==> src/rtl/ws2812_pkg.sv <==
// Shared types for the WS2812/SK6812 frame controller: pixel layout and frame FSM states.
package ws2812_pkg;

   localparam int PIXEL_W = 24;
   localparam int CH_W    = 8;
   localparam int R_LSB   = 16;
   localparam int G_LSB   = 8;
   localparam int B_LSB   = 0;

   typedef struct packed {
      logic [CH_W-1:0] r;
      logic [CH_W-1:0] g;
      logic [CH_W-1:0] b;
   } pixel_t;

   typedef enum logic [0:0] {
      FC_IDLE    = 1'b0,
      FC_PENDING = 1'b1
   } fc_state_t;

endpackage

==> src/rtl/ws2812_pix_bank.sv <==
// Two banks of NUM_LEDS pixels: one synchronous write port, one asynchronous read port.
module ws2812_pix_bank
   import ws2812_pkg::*;
#(
   parameter int NUM_LEDS = 4,
   localparam int AW = $clog2(NUM_LEDS)
) (
   input  logic          clk,
   input  logic          wr_en,
   input  logic          wr_bank,
   input  logic [AW-1:0] wr_addr,
   input  pixel_t        wr_data,
   input  logic          rd_bank,
   input  logic [AW-1:0] rd_addr,
   output pixel_t        rd_data
);

   localparam logic [AW:0] LED_LIMIT = (AW+1)'(NUM_LEDS);

   pixel_t mem [2][NUM_LEDS];
   logic   rd_ok;

   always_ff @(posedge clk) begin
      if (wr_en) begin
         mem[wr_bank][wr_addr] <= wr_data;
      end
   end

   // Non-power-of-two chains leave unused address codes; those read as black.
   assign rd_ok   = ({1'b0, rd_addr} < LED_LIMIT);
   assign rd_data = rd_ok ? mem[rd_bank][rd_addr] : '0;

endmodule

==> src/rtl/ws2812_frame_ctrl.sv <==
// Double-buffered frame controller for the WS2812 driver; banks swap only at the frame boundary.
// Optional global brightness scaling is enabled with `define WS2812_BRIGHTNESS_EN.
module ws2812_frame_ctrl
   import ws2812_pkg::*;
#(
   parameter int NUM_LEDS = 4,
   localparam int AW = $clog2(NUM_LEDS)
) (
   input  logic          clk,
   input  logic          reset,
   input  logic          wr_en,
   input  logic [AW-1:0] wr_addr,
   input  logic [23:0]   wr_data,
   output logic          wr_ready,
   input  logic          commit,
   output logic          commit_pending,
   output logic          wr_error,
   input  logic [7:0]    brightness,
   input  logic          drv_data_request,
   input  logic [AW-1:0] drv_address,
   output logic [7:0]    red_out,
   output logic [7:0]    green_out,
   output logic [7:0]    blue_out,
   output logic          frame_start,
   output logic [15:0]   frame_count
);

   localparam logic [AW:0] LED_LIMIT = (AW+1)'(NUM_LEDS);

   fc_state_t state;
   logic      display_bank;
   logic      display_valid;
   logic      idle;
   logic      addr_ok;
   logic      wr_accept;
   logic      wr_drop;
   logic      commit_accept;
   logic      boundary;
   logic      swap;
   logic      rd_bank;
   logic      valid_now;
   pixel_t    rd_pix;
   pixel_t    shown_pix;
   pixel_t    pix_p1;

`ifdef WS2812_BRIGHTNESS_EN
   function automatic logic [7:0] scale_ch(input logic [7:0] c, input logic [7:0] b);
      logic [15:0] prod;
      prod = {8'd0, c} * ({8'd0, b} + 16'd1);
      return 8'(prod >> 8);
   endfunction
`else
   logic unused_brightness;
   assign unused_brightness = ^brightness;
`endif

   assign idle          = (state == FC_IDLE);
   assign addr_ok       = ({1'b0, wr_addr} < LED_LIMIT);
   assign wr_accept     = wr_en & idle & addr_ok;
   assign wr_drop       = wr_en & ~wr_accept;
   assign commit_accept = commit & idle;
   assign boundary      = drv_data_request & (drv_address == '0);
   // A commit arriving together with the boundary still makes this frame.
   assign swap          = boundary & (~idle | commit_accept);
   assign rd_bank       = display_bank ^ swap;
   assign valid_now     = display_valid | swap;

   ws2812_pix_bank #(
      .NUM_LEDS (NUM_LEDS)
   ) u_bank (
      .clk     (clk),
      .wr_en   (wr_accept),
      .wr_bank (~display_bank),
      .wr_addr (wr_addr),
      .wr_data (pixel_t'(wr_data)),
      .rd_bank (rd_bank),
      .rd_addr (drv_address),
      .rd_data (rd_pix)
   );

   always_comb begin
      shown_pix = '0;
      if (valid_now) begin
`ifdef WS2812_BRIGHTNESS_EN
         shown_pix.r = scale_ch(rd_pix.r, brightness);
         shown_pix.g = scale_ch(rd_pix.g, brightness);
         shown_pix.b = scale_ch(rd_pix.b, brightness);
`else
         shown_pix = rd_pix;
`endif
      end
   end

   always_ff @(posedge clk or posedge reset) begin
      if (reset) begin
         state         <= FC_IDLE;
         display_bank  <= 1'b0;
         display_valid <= 1'b0;
         wr_error      <= 1'b0;
         frame_start   <= 1'b0;
         frame_count   <= 16'd0;
      end else begin
         frame_start <= swap;
         if (swap) begin
            state         <= FC_IDLE;
            display_bank  <= ~display_bank;
            display_valid <= 1'b1;
            frame_count   <= frame_count + 16'd1;
         end else if (commit_accept) begin
            state <= FC_PENDING;
         end
         if (commit_accept) begin
            wr_error <= 1'b0;
         end else if (wr_drop) begin
            wr_error <= 1'b1;
         end
      end
   end

   // Output stage: the driver samples one cycle after its request.
   always_ff @(posedge clk or posedge reset) begin
      if (reset) begin
         pix_p1 <= '0;
      end else if (drv_data_request) begin
         pix_p1 <= shown_pix;
      end
   end

   assign wr_ready       = idle;
   assign commit_pending = ~idle;
   assign red_out        = pix_p1.r;
   assign green_out      = pix_p1.g;
   assign blue_out       = pix_p1.b;

endmodule
==> config.mk <==
export PLATFORM = sky130hd
export DESIGN_NAME = ws2812_frame_ctrl
export DESIGN_NICKNAME = d
export VERILOG_FILES = /design/src/rtl/ws2812_pkg.sv /design/src/rtl/ws2812_pix_bank.sv /design/src/rtl/ws2812_frame_ctrl.sv
export SDC_FILE = /design/constraint.sdc
export NUM_CORES = 1
export LEC_CHECK = 0
export CELL_PAD_IN_SITES_DETAIL_PLACEMENT = 0
export CELL_PAD_IN_SITES_GLOBAL_PLACEMENT = 1
export CORE_MARGIN = 2
export CORE_UTILIZATION = 35
export DETAILED_ROUTE_END_ITERATION = 6
export PLACE_DENSITY = 0.58
export SYNTH_ARGS = -nofsm -noshare
export SYNTH_HDL_FRONTEND = slang
export SYNTH_HIERARCHICAL = 1
export SYNTH_SLANG_ARGS = --single-unit
==> constraint.sdc <==
create_clock -name clk -period 4.53 [get_ports clk]
set_clock_uncertainty 0.15 [all_clocks]
set_input_delay 0.906 -clock clk [delete_from_list [all_inputs] [get_ports clk]]
set_output_delay 0.906 -clock clk [all_outputs]
set_load 0.02 [all_outputs]
==> flow_summary.toml <==
[outcome]
outcome = "finished clean"

[placed_design]
post_dp_cell_area_mm2 = 0.0103
port_buffers = 76
dp_hpwl_um = 10400
place_ws_ns = 0.503
dp.cells = 830
routabilityCongestion = 0.674

[floorplan]
initial_utilization_pct = 35.3
dieArea_mm2 = 0.0273
coreArea_mm2 = 0.0258
die_h_um = 165
io_pins = 85
die-width_um = 165
rows = 59

[worst_hold_path]
whs_path_depth = 1
holdPathEnd = "frame_count[15]"
min_path_type = "flip-flop to flip-flop"
worstHoldStart = "frame_count[15]"

[pwr]
total_leakage_power_uw = 0.00383
powerDensity_mw_per_mm2 = 523
peakVddDrop_mv = 0.345

[clock_network]
cts_resized = 0
cts_hold_buf = 0
cts_buffer_depth = 3
clock_latency_ns = 0.54
htreeDepth = 1
cts.sinks = 237
ctsRootBufferMaster = "clkbuf_16"
postCtsSetupBuffers = 0
numCtsBuffers = 26
clkTransAtPathRegs_ns = 0.06
cts_tree = "done"

[worst_setup_path]
endpoint_kind = "flip-flop"
crit_fanout = 48
r2r_cells = 7
cp_data_required_time_ns = 4.79
r2r_start = "commit_pending"
timing.rr.end = "green_out[5]"
worstPathArrival_ns = 3.70
crit_path_start_kind = "input pin"
r2r_slack_ns = 1.78
crit_type = "input pin to flip-flop"

[yosys]
post_synth.cell_area_avg_um2 = 21.6
syn_inst = 421
synthDistinctLibCells = 32
synthFlopType = "edfxtp_1"
syn-num-nets = 463
synth-async-reset-ratio_pct = 19.0
synth_edf_count = 192
synth_area_mm2 = 0.00909
ys_warn_count = 6
yosysSeqAreaShare_pct = 75.8
ys_ff_latch = 237

[layout]
regArea_mm2 = 0.00689
multi_input_area_mm2 = 0.00210
fillerInstances = 2199
diodes = 0
syn_to_final_growth_pct = 23.5
drive_gt1_share_pct = 26.5
layoutNonFillerInstCount = 878
final_cell_area_mm2 = 0.0112
final_nets = 565

[route]
avgRoutedWirePerCell_um = 22.0
wirelength_um = 19300
ant_nets = 0
vias = 4330
drtIter0Drc = 301
routed_via_density = 4.93
drt-pass1-iter-count = 4
drcViolationCount = 0

[sta]
rsz0062_at_grt = "no"
tightest_slew_ns = 0.879
hold_viol_final = 0
max-slew-margin-rel_pct = 41.4
maxSlewViolCount = 0
max_freq_ghz = 0.290
fin_crit_ns = 3.45
fin_tns_setup_ns = 0
period_share_pct = 76.1
setup_slack_ns = 1.08
setup_violations = 0

[global_routing]
grt_pass1_wl_um = 29200
grt_pass1_vias = 4686
grt_max_degree = 51
overflow = 0
grt_use_total_pct = 14.7
antenna_found_initial = 0

[run]
max_cap_viol_count = 0
## cell families after synthesis
logic type,synth area share [%]
flops,75.8
mux,15.5
simple gates,3.01
compound gates,2.50
buf+inv,1.46
xor+xnor,1.64
fa+ha+maj,0.138
## power by group
part | internal (µW) | switching [µW] | total [µW] | leakage [µW]
combinational | 603 | 478 | 1080 | 0.00109
sequential | 2480 | 83.5 | 2560 | 0.00230
clock | 1390 | 847 | 2230 | 0.000439
total | 4470 | 1410 | 5870 | 0.00383
## stage by stage
stage / utilization (%) / total power, µW / hold WS [ns]
4_1_cts: 43.6 / 5950 / 0.335
6_report: 43.6 / 5870 / 0.323
3_5_place_dp: 40.1 / 3710 / 0.324
5_1_grt: 43.6 / 6120 / 0.352
3_3_place_gp: 40.1 / 3700 / 0.307
2_1_floorplan: - / 3370 / 0.290
## registers in the layout (all words and copies together), names as in the netlist
register / flops
display_bank: 1
display_valid: 1
frame_count: 16
red_out: 8
u_bank/mem: 192
blue_out: 8
wr_error: 1
green_out: 8
frame_start: 1
commit_pending: 1
## synthesized netlist by cell type (all sizes together) (5+ instances only)
cell    number  area share (%)
edfxtp     192              63
nor3         5            0.40
mux4        48              12
dfrtp       45              12
xnor2       14             1.3
clkbuf       5            0.21
a22o        24             2.3
nor2         9            0.63
inv          5            0.21
nand3        6            0.33
mux2        25             3.6
buf         12             1.0
nand2        9            0.37
## layout make-up
cell class	instances	share of cell area (%)
Sequential cell	237	61.3
Multi-Input combinational cell	162	18.7
Timing Repair Buffer	91	7.91
Clock buffer	27	5.82
Tap cell	335	3.73
Clock inverter	21	2.32
Inverter	5	0.167
## placed cells by master (no fill, tap or decap), types with 6 or more instances in the layout
master,netlist,layout
dfrtp_1,45,45
bufinv_16,0,6
xnor2_1,14,13
mux2_4,12,12
clkbuf_16,0,26
nand3_1,6,6
mux2_2,13,13
edfxtp_1,192,192
buf_4,0,13
nand2_1,9,9
a22o_1,24,24
clkdlybuf4s50_1,0,74
nor2_2,0,6
clkinv_1,0,9
mux4_2,48,48
## worst max-delay path by stage
stage	slack (ns)	from	cells after the start	end
6_report	1.08	drv_data_request	8	green_out[5]
4_1_cts	1.05	drv_data_request	8	green_out[5]
3_5_place_dp	0.50	drv_data_request	8	red_out[2]
3_3_place_gp	0.54	drv_data_request	8	red_out[5]
2_1_floorplan	1.10	wr_en	3	u_bank/mem[0][72]
5_1_grt	0.92	drv_data_request	8	red_out[2]
## routing by layer
metal	track usage (%)	wire (µm)	up-vias
met1	21.4	8620	2228
met2	23.2	8840	139
li1	-	-	1929
met4	3.68	429	0
met5	0	0	-
met3	2.50	1390	34
## worst max-delay path, cell delays in order
cell and delay (ns):
clkdlybuf4s50_1 0.54, or3b_4 0.46, nor2_8 0.18, xnor2_2 0.15, buf_12 0.39, mux4_2 0.56, mux2_2 0.28, a22o_1 0.20
(Power assumes the default switching activity.)
